## src/rtl/mac_pkg.sv

```systemverilog
// Shared types and constants for the MAC accumulator front end.
package mac_pkg;
  localparam int PSUM_WIDTH  = 25;
  localparam int PSUM_LANES  = 4;
  localparam int SEL_WIDTH   = 3;
  localparam int ACC_LATENCY = 2;

  typedef logic signed [PSUM_WIDTH-1:0] psum_vec_t [PSUM_LANES];
  typedef logic [SEL_WIDTH-1:0]         sel_t;
endpackage

```

## src/rtl/mac_sync_fifo.sv

```systemverilog
// Synchronous FIFO with a combinational head read, used as input queue and result skid.
module mac_sync_fifo #(
  parameter int WIDTH = 8,
  parameter int DEPTH = 4,
  localparam int PTR_W = (DEPTH > 1) ? $clog2(DEPTH) : 1,
  localparam int CNT_W = $clog2(DEPTH) + 1
) (
  input  logic             clk,
  input  logic             reset,
  input  logic             push_i,
  input  logic [WIDTH-1:0] wdata_i,
  input  logic             pop_i,
  output logic [WIDTH-1:0] rdata_o,
  output logic [CNT_W-1:0] count_o,
  output logic             empty_o
);
  logic [WIDTH-1:0] mem_q [DEPTH];
  logic [PTR_W-1:0] wr_ptr_q, wr_ptr_d, rd_ptr_q, rd_ptr_d;
  logic [CNT_W-1:0] count_q, count_d;
  logic             full, do_push, do_pop;

  assign full    = (count_q == CNT_W'(DEPTH));
  assign empty_o = (count_q == '0);
  assign count_o = count_q;
  assign do_push = push_i && !full;
  assign do_pop  = pop_i && !empty_o;
  assign rdata_o = mem_q[rd_ptr_q];

  function automatic logic [PTR_W-1:0] ptr_inc(input logic [PTR_W-1:0] p);
    return (p == PTR_W'(DEPTH - 1)) ? '0 : p + PTR_W'(1);
  endfunction

  always_comb begin
    wr_ptr_d = do_push ? ptr_inc(wr_ptr_q) : wr_ptr_q;
    rd_ptr_d = do_pop ? ptr_inc(rd_ptr_q) : rd_ptr_q;
    count_d  = count_q;
    if (do_push && !do_pop)      count_d = count_q + CNT_W'(1);
    else if (!do_push && do_pop) count_d = count_q - CNT_W'(1);
  end

  always_ff @(posedge clk) begin
    if (reset) begin
      wr_ptr_q <= '0;
      rd_ptr_q <= '0;
      count_q  <= '0;
    end else begin
      wr_ptr_q <= wr_ptr_d;
      rd_ptr_q <= rd_ptr_d;
      count_q  <= count_d;
    end
  end

  always_ff @(posedge clk) begin
    if (do_push) mem_q[wr_ptr_q] <= wdata_i;
  end

  // Callers gate pushes with their own credit/ready logic; a push into a full FIFO is a bug.
  no_overflow_a: assert property (@(posedge clk) disable iff (reset) !(push_i && full));
endmodule

```

## src/rtl/mac_psum_issuer.sv

```systemverilog
// Issues buffered psum vectors to the MAC accumulator and collects its results in a skid FIFO.
// Optional: define MAC_PSUM_ISSUER_STATS_EN to build the issue_count counter.
module mac_psum_issuer
  import mac_pkg::*;
#(
  parameter int DATA_WIDTH = PSUM_WIDTH,
  parameter int VEC_LENGTH = PSUM_LANES,
  parameter int DEPTH      = 4,
  parameter int RES_DEPTH  = 4
) (
  input  logic                         clk,
  input  logic                         reset,
  input  logic                         in_valid,
  output logic                         in_ready,
  input  logic signed [DATA_WIDTH-1:0] in_psum [VEC_LENGTH],
  input  sel_t                         in_sel,
  input  logic                         in_last,
  output logic                         acc_en,
  output logic signed [DATA_WIDTH-1:0] acc_accu [VEC_LENGTH],
  output sel_t                         acc_se,
  input  logic signed [DATA_WIDTH+1:0] acc_result,
  output logic                         res_valid,
  input  logic                         res_ready,
  output logic signed [DATA_WIDTH+1:0] res_data,
  output logic                         res_last,
  output logic                         busy,
  output logic [15:0]                  issue_count
);
  localparam int PSUM_BITS = DATA_WIDTH * VEC_LENGTH;
  localparam int IN_W      = PSUM_BITS + SEL_WIDTH + 1;
  localparam int RES_W     = DATA_WIDTH + 3;
  localparam int IN_CNT_W  = $clog2(DEPTH) + 1;
  localparam int RES_CNT_W = $clog2(RES_DEPTH) + 1;

  logic [IN_W-1:0]      in_wdata, in_rdata;
  logic [IN_CNT_W-1:0]  in_count;
  logic                 in_empty, in_push, issue;
  logic [RES_W-1:0]     res_wdata, res_rdata;
  logic [RES_CNT_W-1:0] res_count;
  logic                 res_empty, res_pop;
  logic [ACC_LATENCY-1:0] tag_v_q, tag_v_d, tag_last_q, tag_last_d;

  for (genvar gi = 0; gi < VEC_LENGTH; gi++) begin : g_lane
    assign in_wdata[gi*DATA_WIDTH +: DATA_WIDTH] = in_psum[gi];
    assign acc_accu[gi] = issue ? $signed(in_rdata[gi*DATA_WIDTH +: DATA_WIDTH]) : '0;
  end
  assign in_wdata[IN_W-1 -: SEL_WIDTH+1] = {in_last, in_sel};

  assign in_ready = (in_count != IN_CNT_W'(DEPTH));
  assign in_push  = in_valid && in_ready;

  mac_sync_fifo #(.WIDTH(IN_W), .DEPTH(DEPTH)) u_in_fifo (
    .clk(clk), .reset(reset),
    .push_i(in_push), .wdata_i(in_wdata), .pop_i(issue),
    .rdata_o(in_rdata), .count_o(in_count), .empty_o(in_empty)
  );

  // Every in-flight vector holds a reserved skid slot, so captures can never overflow the skid.
  assign issue  = !in_empty && (($countones(tag_v_q) + int'(res_count)) < RES_DEPTH);
  assign acc_en = issue;
  assign acc_se = issue ? in_rdata[PSUM_BITS +: SEL_WIDTH] : '0;

  always_comb begin
    tag_v_d    = {tag_v_q[ACC_LATENCY-2:0], issue};
    tag_last_d = {tag_last_q[ACC_LATENCY-2:0], issue & in_rdata[IN_W-1]};
  end

  always_ff @(posedge clk) begin
    if (reset) begin
      tag_v_q    <= '0;
      tag_last_q <= '0;
    end else begin
      tag_v_q    <= tag_v_d;
      tag_last_q <= tag_last_d;
    end
  end

  assign res_wdata = {tag_last_q[ACC_LATENCY-1], acc_result};
  assign res_pop   = res_valid && res_ready;

  mac_sync_fifo #(.WIDTH(RES_W), .DEPTH(RES_DEPTH)) u_res_skid (
    .clk(clk), .reset(reset),
    .push_i(tag_v_q[ACC_LATENCY-1]), .wdata_i(res_wdata), .pop_i(res_pop),
    .rdata_o(res_rdata), .count_o(res_count), .empty_o(res_empty)
  );

  assign res_valid = !res_empty;
  assign res_data  = res_valid ? $signed(res_rdata[DATA_WIDTH+1:0]) : '0;
  assign res_last  = res_valid & res_rdata[RES_W-1];
  assign busy      = !in_empty || (|tag_v_q) || !res_empty;

`ifdef MAC_PSUM_ISSUER_STATS_EN
  logic [15:0] issue_count_q, issue_count_d;

  assign issue_count_d = issue ? issue_count_q + 16'd1 : issue_count_q;

  always_ff @(posedge clk) begin
    if (reset) issue_count_q <= '0;
    else       issue_count_q <= issue_count_d;
  end

  assign issue_count = issue_count_q;
`else
  assign issue_count = '0;
`endif
endmodule
```

## config.mk

```make
export PLATFORM = sky130hd
export DESIGN_NAME = mac_psum_issuer
export DESIGN_NICKNAME = d
export VERILOG_FILES = /design/src/rtl/mac_pkg.sv /design/src/rtl/mac_sync_fifo.sv /design/src/rtl/mac_psum_issuer.sv
export SDC_FILE = /design/constraint.sdc
export NUM_CORES = 1
export LEC_CHECK = 0
export BUFFER_PORTS_ARGS = -buffer_cell sky130_fd_sc_hd__buf_2
export CAP_MARGIN = 10
export CORE_MARGIN = 2
export CORE_UTILIZATION = 40
export DETAILED_ROUTE_END_ITERATION = 8
export PLACE_DENSITY = 0.59
export SETUP_SLACK_MARGIN = 0.3
export SLEW_MARGIN = 30
export SYNTH_ARGS = -nofsm -noshare
export SYNTH_HDL_FRONTEND = slang
export SYNTH_SLANG_ARGS = --single-unit
```

## constraint.sdc

```tcl
create_clock -name clk -period 6.3 [get_ports clk]
set_clock_uncertainty 0.1 [all_clocks]
set_input_delay 1.26 -clock clk [delete_from_list [all_inputs] [get_ports clk]]
set_output_delay 1.26 -clock clk [all_outputs]
set_load 0.02 [all_outputs]
```

# Word-level counts from Yosys, hierarchy flattened
# Memories as Yosys holds them, arrays and structs flattened. A register that Yosys moved wholly into a read port is not among the register bits.
# Cells that the tools add are included.
# totals
ff_bits	18
ramBits	528
inputBits	135
out_inout_bits	151
wordCells	78
mem_count	2
# op_classes
add_sub_neg	10
n_lt_le_gt_ge	1
eq_ne	7
mux	22
n_bitwise	2
reduce_logical	26
# memory_table
memory	words	word_bits	read_ports	rd_ports_with_merged_regs	wr	line	rtl
u_in_fifo.mem_q	4	104	1	1	1	mac_sync_fifo.sv:17	logic [WIDTH-1:0] mem_q [DEPTH];
u_res_skid.mem_q	4	28	1	1	1	mac_sync_fifo.sv:17	
# ops
op	n
two-way mux 25 bit	4
two-way mux 27 bit	1
two-way mux 2 bit	8
two-way mux 3 bit	5
logical AND 1 bit	11
adder 2 x 1 -> 2 bit, second input constant	4
== test 2 bit, second input constant	4
zero test 1 bit	8
adder 3 x 1 -> 3 bit, second input constant	2
== test 3 bit, second input constant	2
zero test 3 bit	2
subtractor 3 x 1 -> 3 bit, second input constant	2
adder 2 x 3 -> 4 bit	1
less-than comparator 4 x 3 -> 1 bit, second input constant	1
two-way mux 1 bit	4
nonzero test 2 bit	2
!= test 3 bit, second input constant	1
adder 1 x 1 -> 2 bit	1
AND 1 bit	2
logical OR 1 bit	2
OR reduction 2 bit	1

# Depth between registers and ports, before layout
# logic_depth
depth_word	8
ltp_mapped	9
ltp_nobuf	9

# Hierarchy
# Synthesis repeated with hierarchy kept, for this count alone.
# hier_totals
hier_cells	1094
hier_area_um2	22150.0
# modules_own_cells
mod	n_inst	cells_per_inst	area_each_um2
mac_sync_fifo at u_in_fifo	1	591	15489.9
mac_sync_fifo at u_res_skid	1	193	4571.9
mac_psum_issuer	1	310	2088.3

# Worst setup path before layout
# No wires, ideal clock.
# synth_path
kind	input-to-reg
from	input port in_valid
to	memory u_in_fifo.mem_q[3][0] (netlist name), enable pin
setup_time_ns	0.475
arrival_time_ns	3.716
required_time_ns	5.725
setup_slack_ns	2.009
cell_stages	1
n_path_buf	0
path_cell_list	and3_1
# synth_via
elab_chain_cells	4
# synth_lines
item	line	rtl
start, declared	mac_psum_issuer.sv:13	input logic in_valid,
logical AND 1 bit	mac_psum_issuer.sv:50	assign in_push = in_valid && in_ready;
logical AND 1 bit	mac_sync_fifo.sv:25	assign do_push = push_i && !full;
two-way mux 1 bit	mac_sync_fifo.sv:54	if (do_push) mem_q[wr_ptr_q] <= wdata_i;
two-way mux 1 bit (implied by the code)	mac_sync_fifo.sv:54	
end, declared	mac_sync_fifo.sv:17	
# Every way passes these cells.

==> flow_summary.toml <==
[sta]
slew_viol_final = 0
worst_pin_slew_ns = 0.834
period_share = 0.750
fin_crit_ns = 4.72
fin_hold_ws_ns = 0.357
slew_headroom = 0.444
hold_violations = 0
fmax_ghz = 0.212
rsz0062_at_grt = "no"
fin_tns_setup_ns = 0
worst_slack_ns = 1.58
setup_violations = 0

[layout]
layout_common_cells = "edfxtp_1, buf_2, mux4_2, and2_1, clkbuf_16"
area_growth_pct = 18.1
multi_input_area_um2 = 4470
fill_cells = 4449
layout_commonest_cell = "edfxtp_1"
stdcell_count = 1999
final_net_count = 1412
drive_gt1_frac = 0.391
design_area_um2 = 24900
fin_util = 0.477
regArea_um2 = 16300

[drt]
drt-initial-drc-count = 667
drtAntennaViolNets = 0
routed_wl_um = 41900
vias = 9945
via_per_inst = 4.97
route.detailed.drc = 0
first_pass_iters = 5
wl_per_cell_um = 21.0

[place]
gp_congestion = 0.698
place_inst = 1890
hpwl_um = 25300
dpl_cell_area_um2 = 23200
post-place-ws_ns = 2.05
port_buffers = 269

[logic_synthesis]
synthDistinctLibCells = 33
syn-cell-area_um2 = 21100
synth-seq-cells = 550
synthesis.instances = 964
ys_seq_area_frac = 0.771
yosys_warnings = 0
syn_avg_cell_area_um2 = 21.9

[floorplan]
die_area_um2 = 54700
ios = 286
initial_core_util = 0.404
die_h_um = 234
placementRows = 84
core_area_um2 = 52300
dieWidth_um = 234

[clock_network]
cts_buffers = 58
cts_buffer_depth = 3
clk_latency_ns = 0.61
cts_tree = "done"
ctsHoldBuffers = 0
root_buffer = "clkbuf_16"
cts_sinks = 550
post_cts_resized = 0
clk_pin_slew_worst_paths_ns = 0.05
postCtsSetupBuffers = 0
h-tree-depth = 2

[critical_path]
cp_data_arrival_time_ns = 3.36
path_class = "flop to output pin"
end_kind = "output pin"
path_max_fanout = 79
cp.required_ns = 4.94
cp_slowest_cell = "buf_4"
slowest_delay_ns = 0.60
start_kind = "flop"
cp_cell_sequence = "ha_1 > a21o_1 > a211o_1 > inv_2 > buf_4 > and2_1 > buf_2"

[grt]
antenna_found_initial = 19
grtUsageTotal = 0.153
grt_pass1_vias = 10300
overflow = 0
grt_pass1_wl_um = 62300
grt_max_degree = 80

[min_path]
holdCritPathClass = "flop to flop"

[power]
power.total_mw = 11.1
ir_drop_v = 0.000271
powerDensity_nw_per_um2 = 446
p_leak_nw = 8.56

[outcome]
outcome = "finished clean"

[job]
drv_cap = 0
## critical path: cells and delay by family, from the launching register on
family	cells	cell delay, ns
buf+inv	3	1.14
compound gates	2	0.51
flops	1	0.47
fa+ha+maj	1	0.28
simple gates	1	0.24
## per-layer routing
metal,up-vias,part of all wire,global-route usage
li1,4462,-,-
met1,5080,0.43,0.210
met2,290,0.47,0.235
met3,91,0.071,0.0454
met4,22,0.025,0.0524
met5,-,0.0035,0
## logic make-up after synthesis
kind of cell / count (synthesis) / share of synthesized area
mux: 137 / 0.143
flops: 550 / 0.771
fa+ha+maj: 15 / 0.00960
buf+inv: 73 / 0.0211
xor+xnor: 4 / 0.00166
simple gates: 168 / 0.0486
compound gates: 16 / 0.00421
other cells: 1 / 0.000178
## final timing paths
path | start | endpoint | slack (ns) | cells past startpoint
min | tag_last_q[0] | tag_last_q[1] | 0.36 | 1
max reg2reg | u_res_skid.count_o[0] | flop | 3.42 | 6
max | u_res_skid.count_o[0] | acc_accu[90] | 1.58 | 7
min reg2reg | tag_last_q[0] | tag_last_q[1] | 0.36 | 1
## synth_stat cells (all sizes together)
library cell / number / area [um^2]
edfxtp: 528 / 15900
mux4: 132 / 2970
and2: 107 / 669
buf: 47 / 348
nor2b: 31 / 194
dfxtp: 22 / 440
clkbuf: 15 / 56.3
ha: 13 / 163
inv: 11 / 41.3
nor2: 9 / 33.8
a21oi: 7 / 35.0
o21ai: 6 / 30.0
and3: 4 / 25.0
mux2i: 4 / 40.0
xor2: 4 / 35.0
nor3: 3 / 15.0
nor3b: 3 / 22.5
or3: 3 / 18.8
fa: 2 / 40.0
nand2b: 2 / 12.5
nand3: 2 / 10.0
or4: 2 / 15.0
a211o: 1 / 8.76
a21o: 1 / 7.51
conb: 1 / 3.75
mux2: 1 / 11.3
nand2: 1 / 3.75
nand3b: 1 / 7.51
o31ai: 1 / 7.51
## where the power goes
group | internal, mW | total [mW] | switching (mW)
Clock | 1.77 | 3.13 | 1.36
Combinational | 1.42 | 3.43 | 2.01
Sequential | 4.34 | 4.57 | 0.235
Total | 7.53 | 11.1 | 3.61
## cell type report
cell class | count | share of cell area
clock buffers | 75 | 0.0620
flip-flops and latches | 550 | 0.654
repair buffers | 285 | 0.0598
well taps | 688 | 0.0345
inverters | 11 | 0.00166
diodes | 6 | 0.000602
multi-input cells | 356 | 0.179
clock inverters | 28 | 0.00838
## sequential cells by signal (all words and copies together), names as in the netlist, named ones only
signal and flops:
u_in_fifo.mem_q 416, u_res_skid.mem_q 112, u_in_fifo.count_o 3, u_res_skid.count_o 3
tag_last_q 2, tag_v_q 2, u_in_fifo.rd_ptr_q 2, u_in_fifo.wr_ptr_q 2
u_res_skid.rd_ptr_q 2, u_res_skid.wr_ptr_q 2
Note: power is estimated with default switching activity, not from simulation.
